## config.mk

```make
export PLATFORM = sky130hd
export DESIGN_NAME = mux4_arbiter
export DESIGN_NICKNAME = d
export VERILOG_FILES = /design/src/rtl/mux_ctrl_pkg.sv /design/src/rtl/mux4x1.sv /design/src/rtl/mux4_arbiter.sv
export SDC_FILE = /design/constraint.sdc
export NUM_CORES = 1
export LEC_CHECK = 0
export CORE_ASPECT_RATIO = 1.25
export CORE_MARGIN = 3
export CORE_UTILIZATION = 38
export CTS_BUF_LIST = sky130_fd_sc_hd__clkbuf_2
export CTS_CLUSTER_DIAMETER = 80
export DETAILED_ROUTE_END_ITERATION = 12
export MAX_ROUTING_LAYER = met4
export PLACE_DENSITY = 0.81
export RECOVER_POWER = 100
export SLEW_MARGIN = 20
export SYNTH_ARGS = -nofsm -noshare
export SYNTH_HDL_FRONTEND = slang
export SYNTH_SLANG_ARGS = --single-unit
```

## constraint.sdc

```tcl
create_clock -name clk -period 2.2 [get_ports clk]
set_clock_uncertainty 0.1 [all_clocks]
set_input_delay 0.44 -clock clk [delete_from_list [all_inputs] [get_ports clk]]
set_output_delay 0.44 -clock clk [all_outputs]
set_load 0.05 [all_outputs]
```

## src/rtl/mux_ctrl_pkg.sv

```systemverilog
// Shared definitions for the 4-way arbitrated data mux: requester count,
// FSM state encoding and small index helpers.
package mux_ctrl_pkg;

    localparam int N_REQ = 4;
    localparam int SEL_W = 2;

    typedef enum logic {
        IDLE  = 1'b0,
        GRANT = 1'b1
    } state_t;

    // One-hot vector for a requester index.
    function automatic logic [N_REQ-1:0] idx_to_onehot(input logic [SEL_W-1:0] idx);
        logic [N_REQ-1:0] v;
        v = '0;
        v[idx] = 1'b1;
        return v;
    endfunction

endpackage

```

## src/rtl/mux4x1.sv

```systemverilog
// Single-bit 4:1 multiplexer; the arbiter's data path uses one per data bit.
module mux4x1 (
    input  logic [3:0] d,
    input  logic [1:0] sel,
    output logic       y
);

    // Plain indexed select; d[i] appears on y when sel == i.
    always_comb begin
        y = d[sel];
    end

endmodule

```

## src/rtl/mux4_arbiter.sv

```systemverilog
// Round-robin arbiter in front of a 4:1 data mux. A granted requester keeps
// the mux until it drops its request or has moved MAX_HOLD words downstream.
//
//   state | meaning
//   ------+--------------------------------------------------------------
//   IDLE  | no grant; picks the next requester after last_winner when req != 0
//   GRANT | requester sel owns the mux; words move on out_valid & out_ready
//
module mux4_arbiter
    import mux_ctrl_pkg::*;
#(
    parameter int DW       = 8,
    parameter int MAX_HOLD = 4
) (
    input  logic                  clk,
    input  logic                  rst,
    input  logic [N_REQ-1:0]      req,
    input  logic [N_REQ*DW-1:0]   data_in,
    output logic [N_REQ-1:0]      grant,
    output logic [SEL_W-1:0]      sel,
    output logic [DW-1:0]         out_data,
    output logic                  out_valid,
    input  logic                  out_ready
);

    localparam int              HW        = $clog2(MAX_HOLD + 1);
    localparam logic [HW-1:0]   HOLD_LAST = HW'(MAX_HOLD - 1);

    state_t             state;
    logic [HW-1:0]      hold_cnt;
    logic [SEL_W-1:0]   last_winner;
    logic [SEL_W-1:0]   pick;
    logic               xfer;
    logic               release_now;

    // First requester with req high, searching upward from last+1 modulo 4.
    // Returns last when nobody requests; the caller only uses it when req != 0.
    function automatic logic [SEL_W-1:0] rr_pick(input logic [N_REQ-1:0] r,
                                                  input logic [SEL_W-1:0] last);
        logic [SEL_W-1:0] idx;
        logic             found;
        rr_pick = last;
        found   = 1'b0;
        for (int k = 1; k <= N_REQ; k++) begin
            idx = last + SEL_W'(k);
            if (!found && r[idx]) begin
                rr_pick = idx;
                found   = 1'b1;
            end
        end
    endfunction

    // Handshake and release decode for the current grant.
    always_comb begin
        pick        = rr_pick(req, last_winner);
        out_valid   = (state == GRANT) & req[sel];
        xfer        = out_valid & out_ready;
        release_now = !req[sel] || (xfer && (hold_cnt == HOLD_LAST));
    end

    // Arbiter FSM; grant and sel are registered so the select never glitches
    // on request changes. Release always passes through one IDLE cycle.
    always_ff @(posedge clk) begin
        if (rst) begin
            state       <= IDLE;
            grant       <= '0;
            sel         <= '0;
            hold_cnt    <= '0;
            last_winner <= SEL_W'(N_REQ - 1);
        end else begin
            case (state)
                IDLE: begin
                    if (|req) begin
                        state <= GRANT;
                        sel   <= pick;
                        grant <= idx_to_onehot(pick);
                    end
                end
                GRANT: begin
                    if (release_now) begin
                        state       <= IDLE;
                        grant       <= '0;
                        hold_cnt    <= '0;
                        last_winner <= sel;
                    end else if (xfer) begin
                        hold_cnt <= hold_cnt + HW'(1);
                    end
                end
                default: begin
                    state <= IDLE;
                    grant <= '0;
                end
            endcase
        end
    end

    // Data path: one 4:1 bit mux per data bit, all steered by sel.
    for (genvar b = 0; b < DW; b++) begin : g_bit
        mux4x1 u_mux (
            .d   ({data_in[3*DW+b], data_in[2*DW+b], data_in[DW+b], data_in[b]}),
            .sel (sel),
            .y   (out_data[b])
        );
    end

endmodule

```

==> results.py <==
metrics = {
    "status": {
        "outcome": "finished clean",
    },
    "setup_path": {
        "critical_path_required_ns": 1.66,
        "cp_top_family": "buffers and inverters",
        "critPathBufInv": 2,
        "path_cells": "clkdlybuf4s50_1 > mux2_4 > mux2i_4 > nor2_1 > buf_12",
        "setup.worst_path.start_class": "primary input",
        "critPathMaxFanout": 3,
        "crit_path_top_delay_cell": "clkdlybuf4s50_1",
        "crit_path_max_incr_delay_ns": 0.43,
        "worst-setup-path-type": "primary input to output pin",
        "end_kind": "output pin",
        "cp_data_arrival_time_ns": 1.61,
    },
    "synthesis": {
        "synth_most_common_cell": "dfxtp_1",
        "synth_async_sr_flop_share_pct": 0,
        "synth_cells": 88,
        "yosys.area.top_type_share_pct": 26.6,
        "netlist_top_cells_area": "dfxtp_1 27%, mux4_2 20%, buf_4 6.6%",
        "ys_ff_latch": 12,
        "ys.flop_type": "dfxtp_1",
        "synth_edf_count": 0,
        "ys_seq_area_share_pct": 26.6,
        "ys_warn_count": 0,
        "ys_top_cells_by_count": "12 x dfxtp_1, 8 x buf_4, 8 x mux4_2",
        "synth.avg_cell_area_um2": 10.3,
        "syn_nets": 129,
        "syn-cell-area_um2": 905,
        "yosysUniqueCellTypes": 32,
        "synth_top_cell_by_area": "dfxtp_1",
    },
    "clocking": {
        "cts_root_buffer": "clkbuf_2",
        "clk_pin_slew_ns": 0.11,
        "worstSkewPairLatency_ns": 0.28,
        "cts_buffers": 3,
        "cts_tree": "done",
        "htreeDepth": 1,
        "clock-sinks": 12,
        "cts.path.max_buffers": 2,
    },
    "cells_and_area": {
        "antenna_cells": 0,
        "nNetsFinal": 188,
        "final_layout_size_suffix_gt1_share_pct": 25.3,
        "finalNonFillerCells": 177,
        "area_growth_pct": 65.1,
    },
    "floorplan": {
        "start_util_pct": 40.5,
        "die_y_um": 60.6,
        "die_w_um": 49.6,
        "fp.coreArea_um2": 2230,
        "die-area_um2": 3010,
        "fp-row-count": 19,
        "ios": 54,
    },
    "sta": {
        "max_slew_margin_pct": 60.8,
        "min_period_ns": 2.15,
        "worstMarginPinSlew_ns": 0.591,
        "rsz0062_at_grt": "no",
        "finalSetupViolations": 0,
        "layout_setup_ws_ns": 0.0549,
        "fin_crit_sh_pct": 97.5,
        "max_freq_mhz": 466,
        "finalHoldViolCount": 0,
        "slew_viol_final": 0,
    },
    "power_and_ir_drop": {
        "powerDensity_nw_per_um2": 579,
        "peakVddDrop_uv": 454,
        "p_leak_nw": 0.579,
    },
    "min_path": {
        "hp-class": "flip-flop to flip-flop",
    },
    "routing": {
        "ant_nets": 0,
        "wirelength_um": 2610,
        "via_count": 947,
        "vias_per_cell": 5.35,
        "post_drt_wl_per_cell_um": 14.8,
        "dr.pass1.iters": 4,
        "drc": 0,
        "drt_iter0_markers": 16,
    },
    "place": {
        "preCtsSetupSlack_ns": -0.0734,
        "port_buffers": 53,
        "place_congestion": 0.751,
        "dp.cells": 173,
        "dp_hpwl_um": 2170,
    },
    "run": {
        "max_cap_viol_count": 0,
    },
    "global_route": {
        "grt_max_degree": 11,
        "antenna_found_initial": 0,
        "grtUsageTotal_pct": 19.6,
        "grt_pass1_vias": 989,
        "grt_pass1_wl_um": 4420,
        "overflow": 0,
    },
}
[cell families (layout without fill, tap and decap cells)]
kind of cell / after synthesis / count (layout) / share of synthesized area (%)
AOI/OAI and AO/OA: 27 / 27 / 24.1
adders and majority gates: 2 / 2 / 2.77
buffers and inverters: 17 / 75 / 10.5
DFF: 12 / 12 / 26.6
muxes: 11 / 11 / 24.3
and+or+nand+nor: 19 / 19 / 11.8
[layout by cell type, fill, tap and decap left out, types with 2 or more instances in the layout]
cell type,count
clkdlybuf4s50_1,38
buf_4,17
dfxtp_1,11
mux4_2,8
nor2_1,7
inv_1,6
a21oi_1,5
nand2b_1,4
o21ai_0,4
a32o_1,4
dlygate4sd3_1,4
clkbuf_1,4
a211oi_1,3
clkbuf_2,3
mux2_4,2
o21a_1,2
nand2_1,2
o32ai_1,2
ha_1,2
[sequential cells by signal, summed over array words and instances (netlist names)]
| register | flops |
|---|---|
| grant | 4 |
| hold_cnt | 3 |
| last_winner | 2 |
| sel | 2 |
| state | 1 |
[worst reg2reg max path, cell delays in order (launching register included)]
cell and delay, ns:
dfxtp_1 0.35, ha_1 0.21, ha_1 0.23, a21boi_0 0.35
a221oi_4 0.12, nor3_2 0.23, a32o_1 0.16
[stage by stage]
step | util, % | total power (W) | cell area [µm²] | hold slack (ns) | setup TNS (ns)
finish | 66.9 | 0.000865 | 1490 | 0.377 | 0
detailed placement | 66.1 | 0.000756 | 1480 | 0.359 | -0.0734
floorplan | - | 0.000595 | 906 | 0.357 | 0
global route | 66.9 | 0.000908 | 1490 | 0.423 | 0
CTS | 67.5 | 0.000878 | 1510 | 0.391 | 0
global placement | 66.1 | 0.000746 | 1480 | 0.356 | -0.0434
[path summary, 6_finish.rpt]
check                   start        end  slack [ns]  cells past startpoint
hold / removal       grant[0]   grant[0]        0.38                      1
setup reg to reg  hold_cnt[0]   grant[0]        0.40                      6
setup / recovery       req[0]  out_valid        0.05                      5
hold reg to reg      grant[0]   grant[0]        0.38                      1
[cell type report]
cell class | instances | area, µm²
Clock buffer | 3 | 15.0
Clock inverter | 1 | 3.75
Fill cell | 197 | 741
Inverter | 6 | 22.5
Multi-Input combinational cell | 59 | 576
Sequential cell | 12 | 244
Tap cell | 31 | 38.8
Timing Repair Buffer | 65 | 594
[metal layers]
layer | vias to the layer above | routed length [µm] | GRT usage [%]
met2 | 53 | 1300 | 35.7
met3 | 3 | 304 | 5.65
met4 | 0 | 31 | 6.72
li1 | 452 | - | -
met5 | - | 0 | -
met1 | 439 | 974 | 20.2
[timing repair]
action | 4_1_cts | 5_1_grt
pin swaps | 0 | 0
setup buffers | 0 | 0
hold endpoints to repair | 0 | 0
cloned | 0 | 0
setup endpoints to repair | 1 | 8
hold buffers | 0 | 0
resized for setup | 2 | 2
[report_power, final]
part / leakage, nW / internal [W] / total, W / switching (W)
combinational: 0.466 / 0.000227 / 0.000487 / 0.000260
clock: 0.0140 / 0.0000394 / 0.000116 / 0.0000763
sequential: 0.0991 / 0.000238 / 0.000262 / 0.0000241
Note: power is estimated with default switching activity, not from simulation.
